File: src/rtl/booth_r4_sequencer_pkg.sv
// Shared types for the radix-4 Booth sequencer: FSM states, Booth select codes, default operand width.
// No logic; imported by the encoder and the sequencer top.
package booth_r4_sequencer_pkg;

  localparam int N_DEF = 8;

  typedef enum logic [1:0] {
    IDLE = 2'd0,
    LOAD = 2'd1,
    RUN  = 2'd2,
    DONE = 2'd3
  } state_t;

  typedef enum logic [2:0] {
    SEL_ZERO = 3'd0,
    SEL_P1   = 3'd1,
    SEL_P2   = 3'd2,
    SEL_N2   = 3'd3,
    SEL_N1   = 3'd4
  } booth_sel_t;

endpackage

File: src/rtl/booth_r4_encoder.sv
// Radix-4 Booth digit encoder: one multiplier triplet plus multiplicand -> partial product.
// Purely combinational; negative digits leave the +1 of the two's complement to the adder carry-in.
module booth_r4_encoder
  import booth_r4_sequencer_pkg::*;
#(
  parameter int N    = N_DEF,
  parameter int MD_W = N + 3
) (
  input  logic [2:0]      triplet,
  input  logic [N-1:0]    m,
  output logic [MD_W-1:0] md,
  output logic            cla_sub
);

  booth_sel_t      sel;
  logic [MD_W-1:0] m_ext;
  logic [MD_W-1:0] m_x2;

  assign m_ext = {{(MD_W - N){m[N-1]}}, m};
  assign m_x2  = {m_ext[MD_W-2:0], 1'b0};

  always_comb begin
    sel = SEL_ZERO;
    case (triplet)
      3'b001, 3'b010: sel = SEL_P1;
      3'b011:         sel = SEL_P2;
      3'b100:         sel = SEL_N2;
      3'b101, 3'b110: sel = SEL_N1;
      default:        sel = SEL_ZERO;
    endcase
  end

  always_comb begin
    md      = '0;
    cla_sub = 1'b0;
    case (sel)
      SEL_P1: md = m_ext;
      SEL_P2: md = m_x2;
      SEL_N2: begin
        md      = ~m_x2;
        cla_sub = 1'b1;
      end
      SEL_N1: begin
        md      = ~m_ext;
        cla_sub = 1'b1;
      end
      default: md = '0;
    endcase
  end

endmodule

File: src/rtl/booth_r4_sequencer.sv
// Sequencer for the shift-add multiplier: load pulse, N/2 Booth partial products, done pulse.
// start -> done takes N/2+2 cycles; start is only honoured in IDLE, all outputs are registered.
module booth_r4_sequencer
  import booth_r4_sequencer_pkg::*;
#(
  parameter int N    = N_DEF,
  parameter int MD_W = N + 3
) (
  input  logic            clk,
  input  logic            rst,
  input  logic            start,
  input  logic [N-1:0]    mcand,
  input  logic [N-1:0]    mplier,
  output logic            busy,
  output logic            load,
  output logic [MD_W-1:0] md,
  output logic            cla_sub,
  output logic            done
);

  localparam int               CNT_W = $clog2(N / 2);
  localparam logic [CNT_W-1:0] LAST  = CNT_W'(N / 2 - 1);

  state_t          state;
  state_t          state_nxt;
  logic [CNT_W-1:0] cnt;
  logic [N-1:0]    m_q;
  logic [N:0]      q_q;
  logic [2:0]      trip;
  logic [MD_W-1:0] enc_md;
  logic            enc_sub;

  always_comb begin
    state_nxt = state;
    case (state)
      IDLE:    if (start) state_nxt = LOAD;
      LOAD:    state_nxt = RUN;
      RUN:     if (cnt == LAST) state_nxt = DONE;
      DONE:    state_nxt = IDLE;
      default: state_nxt = IDLE;
    endcase
  end

  // Outputs are registered, so encode the triplet that will be current next cycle:
  // LOAD->RUN keeps Q as is, RUN->RUN sees Q after the 2-bit shift.
  assign trip = (state == LOAD) ? q_q[2:0] : q_q[4:2];

  booth_r4_encoder #(
    .N    (N),
    .MD_W (MD_W)
  ) u_enc (
    .triplet (trip),
    .m       (m_q),
    .md      (enc_md),
    .cla_sub (enc_sub)
  );

  always_ff @(posedge clk) begin
    if (rst) begin
      state   <= IDLE;
      cnt     <= '0;
      m_q     <= '0;
      q_q     <= '0;
      busy    <= 1'b0;
      load    <= 1'b0;
      md      <= '0;
      cla_sub <= 1'b0;
      done    <= 1'b0;
    end else begin
      state <= state_nxt;
      busy  <= (state_nxt == LOAD) || (state_nxt == RUN);
      load  <= (state_nxt == LOAD);
      done  <= (state_nxt == DONE);
      if (state_nxt == RUN) begin
        md      <= enc_md;
        cla_sub <= enc_sub;
      end else begin
        md      <= '0;
        cla_sub <= 1'b0;
      end

      if (state == IDLE && start) begin
        m_q <= mcand;
        q_q <= {mplier, 1'b0};
        cnt <= '0;
      end else if (state == RUN) begin
        q_q <= {{2{q_q[N]}}, q_q[N:2]};
        cnt <= cnt + 1'b1;
      end
    end
  end

endmodule

File: config.mk
export PLATFORM = sky130hd
export DESIGN_NAME = booth_r4_sequencer
export DESIGN_NICKNAME = d
export VERILOG_FILES = /design/src/rtl/booth_r4_sequencer_pkg.sv /design/src/rtl/booth_r4_encoder.sv /design/src/rtl/booth_r4_sequencer.sv
export SDC_FILE = /design/constraint.sdc
export NUM_CORES = 1
export LEC_CHECK = 0
export CAP_MARGIN = 10
export CORE_UTILIZATION = 53
export CTS_CLUSTER_SIZE = 28
export DETAILED_ROUTE_END_ITERATION = 10
export PLACE_DENSITY = 0.83
export SLEW_MARGIN = 15
export SYNTH_ARGS = -nofsm -noshare
export SYNTH_HDL_FRONTEND = slang
export SYNTH_SLANG_ARGS = --single-unit
File: constraint.sdc
create_clock -name clk -period 3.2 [get_ports clk]
set_clock_uncertainty 0.05 [all_clocks]
set_input_delay 0.8 -clock clk [delete_from_list [all_inputs] [get_ports clk]]
set_output_delay 0.8 -clock clk [all_outputs]
set_load 0.1 [all_outputs]
# After elaboration in Yosys (flattened, before gate mapping)

Cells that the tools add are included.

Output and inout port bits: 15
Logic and storage cells: 50
Bits in registers: 36
Input bits: 19

Add/subtract/negate cells: 1
Bitwise operators: 3
Eq/ne operators: 17
Reductions and logical operators: 9
Multiplexer cells: 9

Operator list:

| operator              | count |
|---|---|
| $pmux W11 S4          | 1 |
| $not A11 Y11          | 2 |
| $eq A3 B2 Y1 const B  | 4 |
| $eq A3 B3 Y1 const B  | 4 |
| $pmux W3 S4           | 1 |
| $eq A2 B2 Y1 const B  | 5 |
| $reduce_or A2 Y1      | 5 |
| $mux W9               | 1 |
| $mux W8               | 1 |
| $pmux W2 S4           | 1 |
| $eq A3 B1 Y1 const B  | 2 |
| $eq A2 B1 Y1 const B  | 2 |
| $mux W2               | 2 |
| $mux W3               | 1 |
| $add A2 B1 Y2 const B | 1 |
| $logic_not A2 Y1      | 1 |
| $reduce_bool A2 Y1    | 1 |
| $logic_and A1 B1 Y1   | 1 |
| $logic_or A1 B1 Y1    | 1 |
| $mux W1               | 1 |
| $not A1 Y1            | 1 |

# Longest topological paths before layout

Depth after elaboration: 8
Depth in mapped cells: 8
Gate-level depth less buffers: 7

# Modules after synthesis

From an unflattened synthesis, not the netlist that was laid out.

Cell total of the unflattened synthesis: 175
Area total of the unflattened synthesis: 1831.8 sq um

By module, submodules not included:

| module             | cells an instance | times used | area each (sq um) |
|---|---|---|---|
| booth_r4_sequencer | 138               | 1          | 1532.7 |
| booth_r4_encoder   | 37                | 1          | 299.0 |

# Least setup slack after synthesis

OpenSTA, ideal clock, no wires.

Path kind: flip-flop to output port
From: register, netlist name md[9]
To: output md[10]
Arrival: 1374 ps
Required time: 2350 ps
Stages on the path, launching flop included: 2
Path slack: 976 ps
Cells stage by stage: dfxtp_1 buf_4

RTL lines:

| element          | RTL line                 | text |
|---|---|---|
| end: declaration | booth_r4_sequencer.sv:16 | `output logic [MD_W-1:0] md,` |

# Final worst setup path

From: input start
To: register md[0]

Longest elaborated chain between the ends: 5

Ends and longest elaborated chain:

| element                           | RTL line                 | text |
|---|---|---|
| start: declaration                | booth_r4_sequencer.sv:11 | `input logic start,` |
| $mux W2                           | booth_r4_sequencer.sv:36 | `IDLE: if (start) state_nxt = LOAD;` |
| $pmux W2 S4                       | booth_r4_sequencer.sv:35 | `case (state)` |
| $eq A2 B2 Y1                      | booth_r4_sequencer.sv:74 | `if (state_nxt == RUN) begin` |
| $not A1 Y1 (no source line)       | -                        |  |
| $reduce_or A2 Y1 (no source line) | -                        |  |
| end signal: assignment            | booth_r4_sequencer.sv:75 | `md <= enc_md;` |

Every way passes these cells.
A chain may end at the register's enable or synchronous reset.

==> key figures <==
Run status
  • Outcome: finished clean

Synthesis
  • Cells after Synth: 172
  • Distinct cells, synth: 33
  • Largest area contributor in the netlist: dfxtp_1
  • Yosys warning count: 0
  • Top post-synthesis cells by area: dfxtp_1 (43%), ha_1 (7.1%), a21oi_1 (5.4%), nand2_1 (5.0%), mux2i_1 (4.4%)
  • Sequential fraction of the synthesis area: a little over two fifths
  • Post-synth top area share: 43.14%
  • Syn_nets: 200
  • Syn Area/Cell: 9.173 µm²
  • Seq cells post-synth: 34
  • Cell Area, Synth: 1578 µm²

Setup path
  • Critical path launch point type: input port
  • FF-to-FF path depth: 6
  • WP buf/inv: 1
  • Slowest CP cell: clkdlybuf4s50_1
  • Crit-path max FO: 10
  • Crit path arrival time: approximately 2.4 ns
  • Critical Path, Cell by Cell: clkdlybuf4s50_1 -> mux2_1 -> o22ai_1 -> ha_1 -> nand2b_2 -> nor3b_1
  • CP peak stage delay: 0.44 ns
  • Crit Path Class: input port to register
  • Cell depth of the worst setup path: 6
  • CP delay by family, top: buffers and inverters
  • Data required time of the worst path: roughly 3.4 ns
  • CP Capture Type: register

Global routing
  • Number of global-route vias before repair: roughly 1,200
  • Global route overflow: 0
  • Largest net degree at the start of global routing: 24
  • Initial antenna violation count: 0
  • First-pass GRT wire length: ~5 mm
  • All-layer global routing usage: a little over a fifth

Placed design
  • Port Buffers: 33
  • GPL Wtd Cong: between 0.7 and 0.8
  • Post-detail-place hpwl: 2.177 mm
  • Cell Area, Placed: roughly 1900 µm²

Clocking
  • Post-cts sizing count: 0
  • CTS max path bufs: 2
  • Inserted Clock Buffers: 5
  • Clk Latency, worst-skew pair: 0.35 ns
  • H-Tree Depth: 2
  • Clk root buf: clkbuf_4
  • Hold-fix buffers, CTS: 0
  • Post-CTS setup buffer count: 0
  • CTS clock-pin slew for the worst setup and hold paths: 0.10 ns
  • Clock sink count: 34
  • CTS tree: yes

Pwr
  • PD cells: around 930 nW/µm²
  • Maximum vdd ir drop: between 0.9 and 1 mV
  • Leakage: between 0.7 and 0.8 nW

Drt
  • DRT iter0 DRCs: 30
  • DRC: 0
  • Vias: 1,298
  • Post-route ant nets: 0
  • Via/cell ratio: about 5.5
  • Total wire length: 3.086 mm
  • DR WL/cell: approximately 13 µm
  • Pre-Repair DR Iteration Count: 4

Floorplanning
  • Die H: 56.56 µm
  • Area of the die: between 3000 and 4000 µm²
  • I/O pin count: 34
  • Starting Density: between 50% and 60%
  • Die Width: approximately 57 µm
  • Row count: 19
  • Core area: approximately 2800 µm²

Cells and area
  • Fillers: 215
  • Total Nets Final: 230
  • Final instance area: around 1900 µm²
  • Ant. Diodes: 0
  • Multi-input gate area: about 820 µm²
  • Share of cells above drive strength 1: 17.73%
  • Area Overhead vs Synth: 22.28%
  • Commonest cells after routing, fill and taps aside: dfxtp_1 (34), nand2_1 (21), clkdlybuf4s50_1 (18)
  • Register area: about 680 µm²
  • Most common cell after layout, fill and taps aside: dfxtp_1

STA
  • Worst Tran Pin Value: between 0.7 and 0.8 ns
  • Post-route clock period utilization: between 60 and 70%
  • Max Clk Rate: ~450 MHz
  • Final Critical Period: 2.209 ns
  • Final Max Slew Viols: 0
  • Setup TNS: 0 ns
  • RSZ-0062 raised after global routing: no
  • Setup violations, final: 0
  • Max_slew headroom: about half
  • Number of hold violations in the final report: 0

Hold path
  • Hold WC Path Type: register to register
  • Worst Hold Depth: 2

Run
  • Max_cap viols: 0
metal layers:
layer  share of wire [%]  global-route usage [%]  vias up
li1                    -                       -      650
met2                  47                   34.79       42
met1                  46                   25.66      600
met5                   0                       0        -
met3                 5.3                   4.839        6
met4                 1.7                   9.408        0
registers in the layout (all words and copies together) (netlist names):
signal,cells
q_q,9
state,2
m_q,8
load,1
done,1
cla_sub,1
md,9
cnt,2
busy,1
logic make-up (layout without fill, tap and decap cells):
logic type / after synthesis / after routing / share of synthesized area [%]
simple gates: 60 / 60 / 18.64
compound gates: 39 / 39 / 14.99
flops: 34 / 34 / 43.14
buf+inv: 15 / 46 / 5.074
mux: 11 / 11 / 8.327
fa+ha+maj: 9 / 9 / 7.137
xor+xnor: 4 / 4 / 2.697
stage by stage:
| stage | total power [mW] | utilization [%] | worst slack, ns | hold slack (ns) | cells |
|---|---|---|---|---|---|
| after global placement | 1.455 | 66.58 | 0.7607 | 0.3971 | 226 |
| after detailed placement | 1.493 | 66.58 | 0.6436 | 0.4123 | 226 |
| final | 1.797 | 69.37 | 0.9908 | 0.4212 | 234 |
| after floorplan | 1.341 | - | 0.9758 | 0.3864 | 172 |
| after CTS | 1.801 | 69.37 | 0.9895 | 0.4279 | 234 |
| after global routing | 1.911 | 69.37 | 0.7873 | 0.4565 | 234 |
Yosys cell counts (all sizes together):
library cell and instances:
o22ai 1, a22oi 7, nand3b 1, inv 4, ha 9, dfxtp 34, mux2i 10, nand2b 3
mux2 1, a21oi 17, buf 7, nor3 4, o21ai 6, nor2 17, nor2b 3, a311oi 2
nor3b 2, clkbuf 4, a211oi 5, xnor2 3, a21boi 1, xor2 1, nand2 21, or3 1
and2 8
worst min-delay path, stage by stage (launching register included):
cell     delay [ns]
dfxtp_1        0.32
nand2_1        0.06
a21oi_1        0.05
path summary, 6_finish.rpt:
kind	start	to	slack, ns
worst max register to register	state[1]$_SDFF_PP0_	md[3]$_SDFF_PP0_	1.02
worst min-delay path	q_q[8]$_SDFFE_PP0P_	q_q[8]$_SDFFE_PP0P_	0.42
worst min register to register	q_q[8]$_SDFFE_PP0P_	q_q[8]$_SDFFE_PP0P_	0.42
worst max-delay path	start	md[0]$_SDFF_PP0_	0.99
cell type report:
type                       instances  area share [%]
clock buffer                       5           1.946
inverter                           4          0.7782
sequential                        34           35.28
clock inverter                     3           2.075
tap                               31           2.010
timing repair buffer              34           15.56
multi-input combinational        123           42.35
where the power goes:
part | switching, mW | total (mW) | internal (mW)
logic | 0.606 | 0.907 | 0.301
clock network | 0.146 | 0.308 | 0.162
registers | 0.0656 | 0.583 | 0.517
total | 0.817 | 1.80 | 0.980
No activity file was read; power rests on OpenSTA's default activity.
